`src/rtl/fa_cache_control.sv`:
```
// fa_cache_control: tag/valid/dirty/true-LRU controller for an 8-way fully-associative 128-bit line array.
// Latency: hit responds in the request cycle; clean miss = fill + 2 cycles; dirty miss = writeback + fill + 2.
// Backpressure: CPU request is a level held until cpu_resp; pmem_read/pmem_write are levels held until pmem_resp.
// Ports: cpu_read/cpu_write/cpu_tag in, cpu_resp/hit_way out (CPU side); array_write/array_index/
//        array_sel_mem/evict_way drive the line array; pmem_read/pmem_write/pmem_tag/pmem_resp is the memory side.
// CPU-facing and array-facing outputs are decoded from the registered state so a hit completes in its request cycle.
module fa_cache_control #(
  parameter int WAYS  = 8,
  parameter int TAG_W = 12
) (
  input  logic             clk,
  input  logic             rst_n,
  input  logic             cpu_read,
  input  logic             cpu_write,
  input  logic [TAG_W-1:0] cpu_tag,
  output logic             cpu_resp,
  output logic [2:0]       hit_way,
  output logic             array_write,
  output logic [2:0]       array_index,
  output logic             array_sel_mem,
  output logic [2:0]       evict_way,
  output logic             pmem_read,
  output logic             pmem_write,
  output logic [TAG_W-1:0] pmem_tag,
  input  logic             pmem_resp
);

  typedef enum logic [1:0] {S_COMPARE, S_WRITEBACK, S_FILL} state_t;

  state_t           state_q, state_d;
  logic [TAG_W-1:0] tag_q [WAYS];
  logic [TAG_W-1:0] tag_d [WAYS];
  logic [WAYS-1:0]  valid_q, valid_d;
  logic [WAYS-1:0]  dirty_q, dirty_d;
  logic [2:0]       age_q [WAYS];
  logic [2:0]       age_d [WAYS];
  logic [2:0]       victim_q, victim_d;
  logic [TAG_W-1:0] miss_tag_q, miss_tag_d;

  logic             hit;
  logic [2:0]       hit_idx;
  logic [2:0]       victim;

  // Tag match and victim choice. Valid tags are unique, so at most one way matches.
  // Victim: lowest-index invalid way wins over the LRU (age 7) way.
  always_comb begin : lookup
    hit     = 1'b0;
    hit_idx = '0;
    for (int i = 0; i < WAYS; i++) begin
      if (valid_q[i] && (tag_q[i] == cpu_tag)) begin
        hit     = 1'b1;
        hit_idx = i[2:0];
      end
    end
    victim = '0;
    for (int i = 0; i < WAYS; i++) begin
      if (age_q[i] == 3'd7) victim = i[2:0];
    end
    for (int i = WAYS - 1; i >= 0; i--) begin
      if (!valid_q[i]) victim = i[2:0];
    end
  end

  always_comb begin : next_state
    state_d       = state_q;
    tag_d         = tag_q;
    valid_d       = valid_q;
    dirty_d       = dirty_q;
    age_d         = age_q;
    victim_d      = victim_q;
    miss_tag_d    = miss_tag_q;
    cpu_resp      = 1'b0;
    hit_way       = '0;
    array_write   = 1'b0;
    array_index   = '0;
    array_sel_mem = 1'b0;
    evict_way     = '0;
    pmem_read     = 1'b0;
    pmem_write    = 1'b0;
    pmem_tag      = '0;
    case (state_q)
      S_COMPARE: begin
        if (cpu_read || cpu_write) begin
          if (hit) begin
            cpu_resp = 1'b1;
            hit_way  = hit_idx;
            // True-LRU touch: everything younger than the hit way ages by one.
            for (int i = 0; i < WAYS; i++) begin
              if (age_q[i] < age_q[hit_idx]) age_d[i] = age_q[i] + 3'd1;
            end
            age_d[hit_idx] = '0;
            // A simultaneous read+write is handled as a write.
            if (cpu_write) begin
              array_write      = 1'b1;
              array_index      = hit_idx;
              dirty_d[hit_idx] = 1'b1;
            end
          end else begin
            victim_d   = victim;
            miss_tag_d = cpu_tag;
            state_d    = (valid_q[victim] && dirty_q[victim]) ? S_WRITEBACK : S_FILL;
          end
        end
      end
      S_WRITEBACK: begin
        pmem_write = 1'b1;
        pmem_tag   = tag_q[victim_q];
        evict_way  = victim_q;
        if (pmem_resp) state_d = S_FILL;
      end
      S_FILL: begin
        pmem_read = 1'b1;
        pmem_tag  = miss_tag_q;
        evict_way = victim_q;
        if (pmem_resp) begin
          array_write       = 1'b1;
          array_index       = victim_q;
          array_sel_mem     = 1'b1;
          tag_d[victim_q]   = miss_tag_q;
          valid_d[victim_q] = 1'b1;
          dirty_d[victim_q] = 1'b0;
          // No LRU touch here: the held request hits next cycle and touches then.
          state_d           = S_COMPARE;
        end
      end
      default: state_d = S_COMPARE;
    endcase
  end

  always_ff @(posedge clk or negedge rst_n) begin
    if (!rst_n) begin
      state_q    <= S_COMPARE;
      valid_q    <= '0;
      dirty_q    <= '0;
      victim_q   <= '0;
      miss_tag_q <= '0;
      for (int i = 0; i < WAYS; i++) begin
        tag_q[i] <= '0;
        age_q[i] <= i[2:0];
      end
    end else begin
      state_q    <= state_d;
      tag_q      <= tag_d;
      valid_q    <= valid_d;
      dirty_q    <= dirty_d;
      age_q      <= age_d;
      victim_q   <= victim_d;
      miss_tag_q <= miss_tag_d;
    end
  end

endmodule

```
`config.mk`:
```
export PLATFORM = sky130hd
export DESIGN_NAME = fa_cache_control
export DESIGN_NICKNAME = d
export VERILOG_FILES = /design/src/rtl/fa_cache_control.sv
export SDC_FILE = /design/constraint.sdc
export NUM_CORES = 1
export LEC_CHECK = 0
export BUFFER_PORTS_ARGS = -buffer_cell sky130_fd_sc_hd__buf_2
export CAP_MARGIN = 20
export CORE_MARGIN = 3
export CORE_UTILIZATION = 40
export CTS_CLUSTER_DIAMETER = 60
export DETAILED_ROUTE_END_ITERATION = 12
export HOLD_SLACK_MARGIN = 0.06
export MAX_ROUTING_LAYER = met4
export SLEW_MARGIN = 20
export SYNTH_ARGS = -nofsm -noshare
export SYNTH_HDL_FRONTEND = slang
export SYNTH_SLANG_ARGS = --single-unit
```
`constraint.sdc`:
```
create_clock -name clk -period 11.55 [get_ports clk]
set_input_delay 2.31 -clock clk [delete_from_list [all_inputs] [get_ports clk]]
set_output_delay 2.31 -clock clk [all_outputs]
set_load 0.05 [all_outputs]
```
==> qor.csv <==
stage,metric,value,unit
outcome,status,completed,
critical_path,critPathKind,in2out,
synthesis,synth_top_area_share,0.3658,
route,drt_first_pass_iters,5,
place,placed_area,10080,µm²
finish,syn2layout_area_growth,10.51,%
floorplanning,dieArea,26010,µm²
synthesis,ys_types,69,
synthesis,synth_warnings,0,
power_and_ir_drop,vdd_drop_max,0.1507,mV
critical_path,cp-end-kind,output port,
timing,fin_tns_setup,0,ns
route,drc,0,
place,place_hpwl,19430,µm
synthesis,synth-seq-cells,153,
synthesis,syn_avg_cell_area,10.78,µm²
timing,rsz0062_at_grt,no,
route,wl,27720,µm
cts,clk_path_buf_depth,2,
synthesis,synth_cells,895,
route,ant_nets,0,
floorplanning,die_h,161.3,µm
power_and_ir_drop,seq_power_share,0.369,
timing,finalCritPeriodShare,0.6584,
synthesis,synth-edff-count,0,
cts,clk_latency,0.43,ns
finish,fill_cells,2225,
flow_run,max_cap_violations,0,
route,drt_iter0_markers,484,
place,dp_cells,1212,
grt,grt_use_total,0.2250,
finish,drive_above_1_share,0.2846,
finish,diodes,0,
cts,cts_tree,done,
floorplanning,die_x,161.3,µm
route,vias_per_cell,5.754,
place,gp_congestion,0.9468,
timing,slew_headroom,0.3016,
power_and_ir_drop,p_leak,4.475,nW
grt,grt_pass1_wl,43440,µm
synthesis,async_flop_share,1.000,
synthesis,synth.largest_area_cell,dfrtp_1,
worst_hold_path,min_path_type,reg2reg,
synthesis,ys_seq_area_frac,0.3985,
cts,cts.sinks,153,
timing,finalMaxSlewViolations,0,
grt,grt_start_max_net_pins,87,
timing,final.min_clock_period,7.605,ns
synthesis,syn-cell-area,9646,µm²
finish,finalNetCount,963,
cts,cts_setup_buffers,0,
cts,ctsHoldBuffers,0,
timing,fmax,131.5,MHz
power_and_ir_drop,p_per_area,250.7,nW/µm²
place,io_buffers,42,
synthesis,synthFlopType,dfrtp_1,
grt,grt_pass1_vias,7132,
synthesis,synth_area_leaders,"dfrtp_1 37%, mux2_2 14%, xnor2_1 8.1%, ha_1 4.4%, dfstp_2 3.3%",
critical_path,crit_arrival,5.29,ns
power_and_ir_drop,p_int,0.001573,W
timing,setup_viol,0,
cts,cts_max_level,4,
cts,clock-root-buffer,clkbuf_16,
route,wl_per_cell,22.30,µm
power_and_ir_drop,clkPwrFrac,0.208,
floorplanning,start_util,0.4085,
finish,final_cells,1243,
cts,clkTransAtPathRegs,0.06,ns
floorplanning,fp.coreArea,23610,µm²
critical_path,start_kind,input port,
cts,cts_made_buffers,17,
finish,layout_commonest_cell,dfrtp_1,
floorplanning,rows,56,
grt,antenna_found_initial,0,
floorplanning,pin_count,43,
timing,hold_viol_final,0,
synthesis,syn_nets,946,
critical_path,cp_max_fo,13,
finish,stdcell_area,10660,µm²
power_and_ir_drop,switching_share,0.4112,
grt,grt-ovfl-total,0,
route,vias,7152,
critical_path,cp.required,9.24,ns
timing,worst_pin_slew,1.045,ns
cts,ctsResizeCount,0,
power_and_ir_drop,p_comb_frac,0.423,
finish,layout_common_cells,"139 x dfrtp_1, 123 x mux2_2, 89 x xnor2_1, 50 x nand2_1, 45 x nor2_1",
timing,skew,0.01155,ns
power_and_ir_drop,p_switching,0.001099,W
[cells by family after synthesis]
| family | after synthesis | share of synthesized area |
|---|---|---|
| buffers and inverters | 80 | 0.04034 |
| xor gates and xnor gates | 96 | 0.08717 |
| AOI/OAI and AO/OA | 165 | 0.1195 |
| adders and majority gates | 34 | 0.04410 |
| DFF | 153 | 0.3985 |
| muxes | 154 | 0.1939 |
| and+or+nand+nor | 213 | 0.1165 |
[registers in the layout, summed over array words and instances, names as in the netlist]
register,flops
state_q,2
valid_q,8
age_q,24
tag_q,96
dirty_q,8
victim_q,3
miss_tag_q,12
[stage by stage]
| stage | setup WS [ns] | utilization | total power (W) | hold WS [ns] |
|---|---|---|---|---|
| 5_1_grt | 3.818 | 0.4514 | 0.002823 | 0.5342 |
| 6_report | 3.945 | 0.4514 | 0.002672 | 0.4971 |
| 3_3_place_gp | 4.168 | 0.4270 | 0.002107 | 0.4799 |
| 2_1_floorplan | 4.144 | - | 0.001782 | 0.4590 |
| 4_1_cts | 4.002 | 0.4514 | 0.002679 | 0.4984 |
| 3_5_place_dp | 4.019 | 0.4270 | 0.002119 | 0.4890 |
[power by group through the flow]
stage	Combinational, W	Sequential (W)	Clock, W
2_1_floorplan	0.000908	0.000875	0
3_3_place_gp	0.00112	0.000990	0
3_5_place_dp	0.00113	0.000993	0
4_1_cts	0.00113	0.000982	0.000565
5_1_grt	0.00122	0.00101	0.000590
6_report	0.00113	0.000985	0.000556
[final cells by class]
cell class                 count  area (µm²)  share of cell area
multi-input combinational    662        5434              0.5098
sequential                   153        3846              0.3608
clock buffer                  18       439.2             0.04120
tap                          319       399.1             0.03745
timing repair buffer          56       321.6             0.03017
clock inverter                13       136.4             0.01279
inverter                      22       82.58            0.007747
[Yosys cell counts (3+ instances only)]
library cell,count
a22oi_1,13
o31a_1,3
a21boi_0,4
nand4_1,20
nand2_1,50
clkbuf_1,35
mux4_2,14
nor2_1,45
xnor2_1,89
nand2b_1,5
xor2_1,7
inv_1,22
nor4_2,3
and3_1,5
nor2b_1,14
nor3b_1,4
o221ai_1,3
or4_1,6
nand3_1,16
o21a_1,13
nor4_1,5
mux2_2,123
mux2i_1,17
buf_1,8
buf_6,10
o31ai_1,6
a22o_1,11
nor3_1,14
or2_2,8
dfstp_2,12
o22ai_1,10
dfrtp_1,141
a31oi_1,11
o2bb2ai_1,5
a21oi_1,20
o21ai_0,32
and2_1,8
a31o_2,4
o32ai_1,3
buf_4,3
o211ai_1,7
ha_1,34
[path summary, 6_finish.rpt]
| check | slack (ns) | startpoint | cells past startpoint | to |
|---|---|---|---|---|
| max reg2reg | 6.72 | tag_q[71] | 16 | age_q[23] |
| min reg2reg | 0.50 | age_q[0] | 2 | age_q[0] |
| min in group asynchronous | 1.96 | rst_n | 1 | age_q[19] |
| min | 0.50 | age_q[0] | 2 | age_q[0] |
| max | 3.95 | cpu_tag[1] | 9 | array_index[0] |
| max in group asynchronous | 8.14 | rst_n | 2 | victim_q[0] |
[critical path, cell delays in order]
cell     delay [ns]
buf_2          0.26
xnor2_1        0.18
nand3_1        0.16
nor4_1         0.69
nor4_2         0.22
nand3_1        0.16
nand3_1        0.49
o21ai_0        0.48
buf_2          0.33
[layer usage]
| layer | vias to the layer above | part of all wire | GRT usage | routed length, µm |
|---|---|---|---|---|
| met5 | - | 0 | - | 0 |
| met4 | 0 | 0.026 | 0.07118 | 724 |
| met3 | 45 | 0.059 | 0.04770 | 1624 |
| met2 | 220 | 0.46 | 0.3464 | 12830 |
| met1 | 3586 | 0.45 | 0.2994 | 12540 |
| li1 | 3301 | - | - | - |
(Power assumes the default switching activity.)
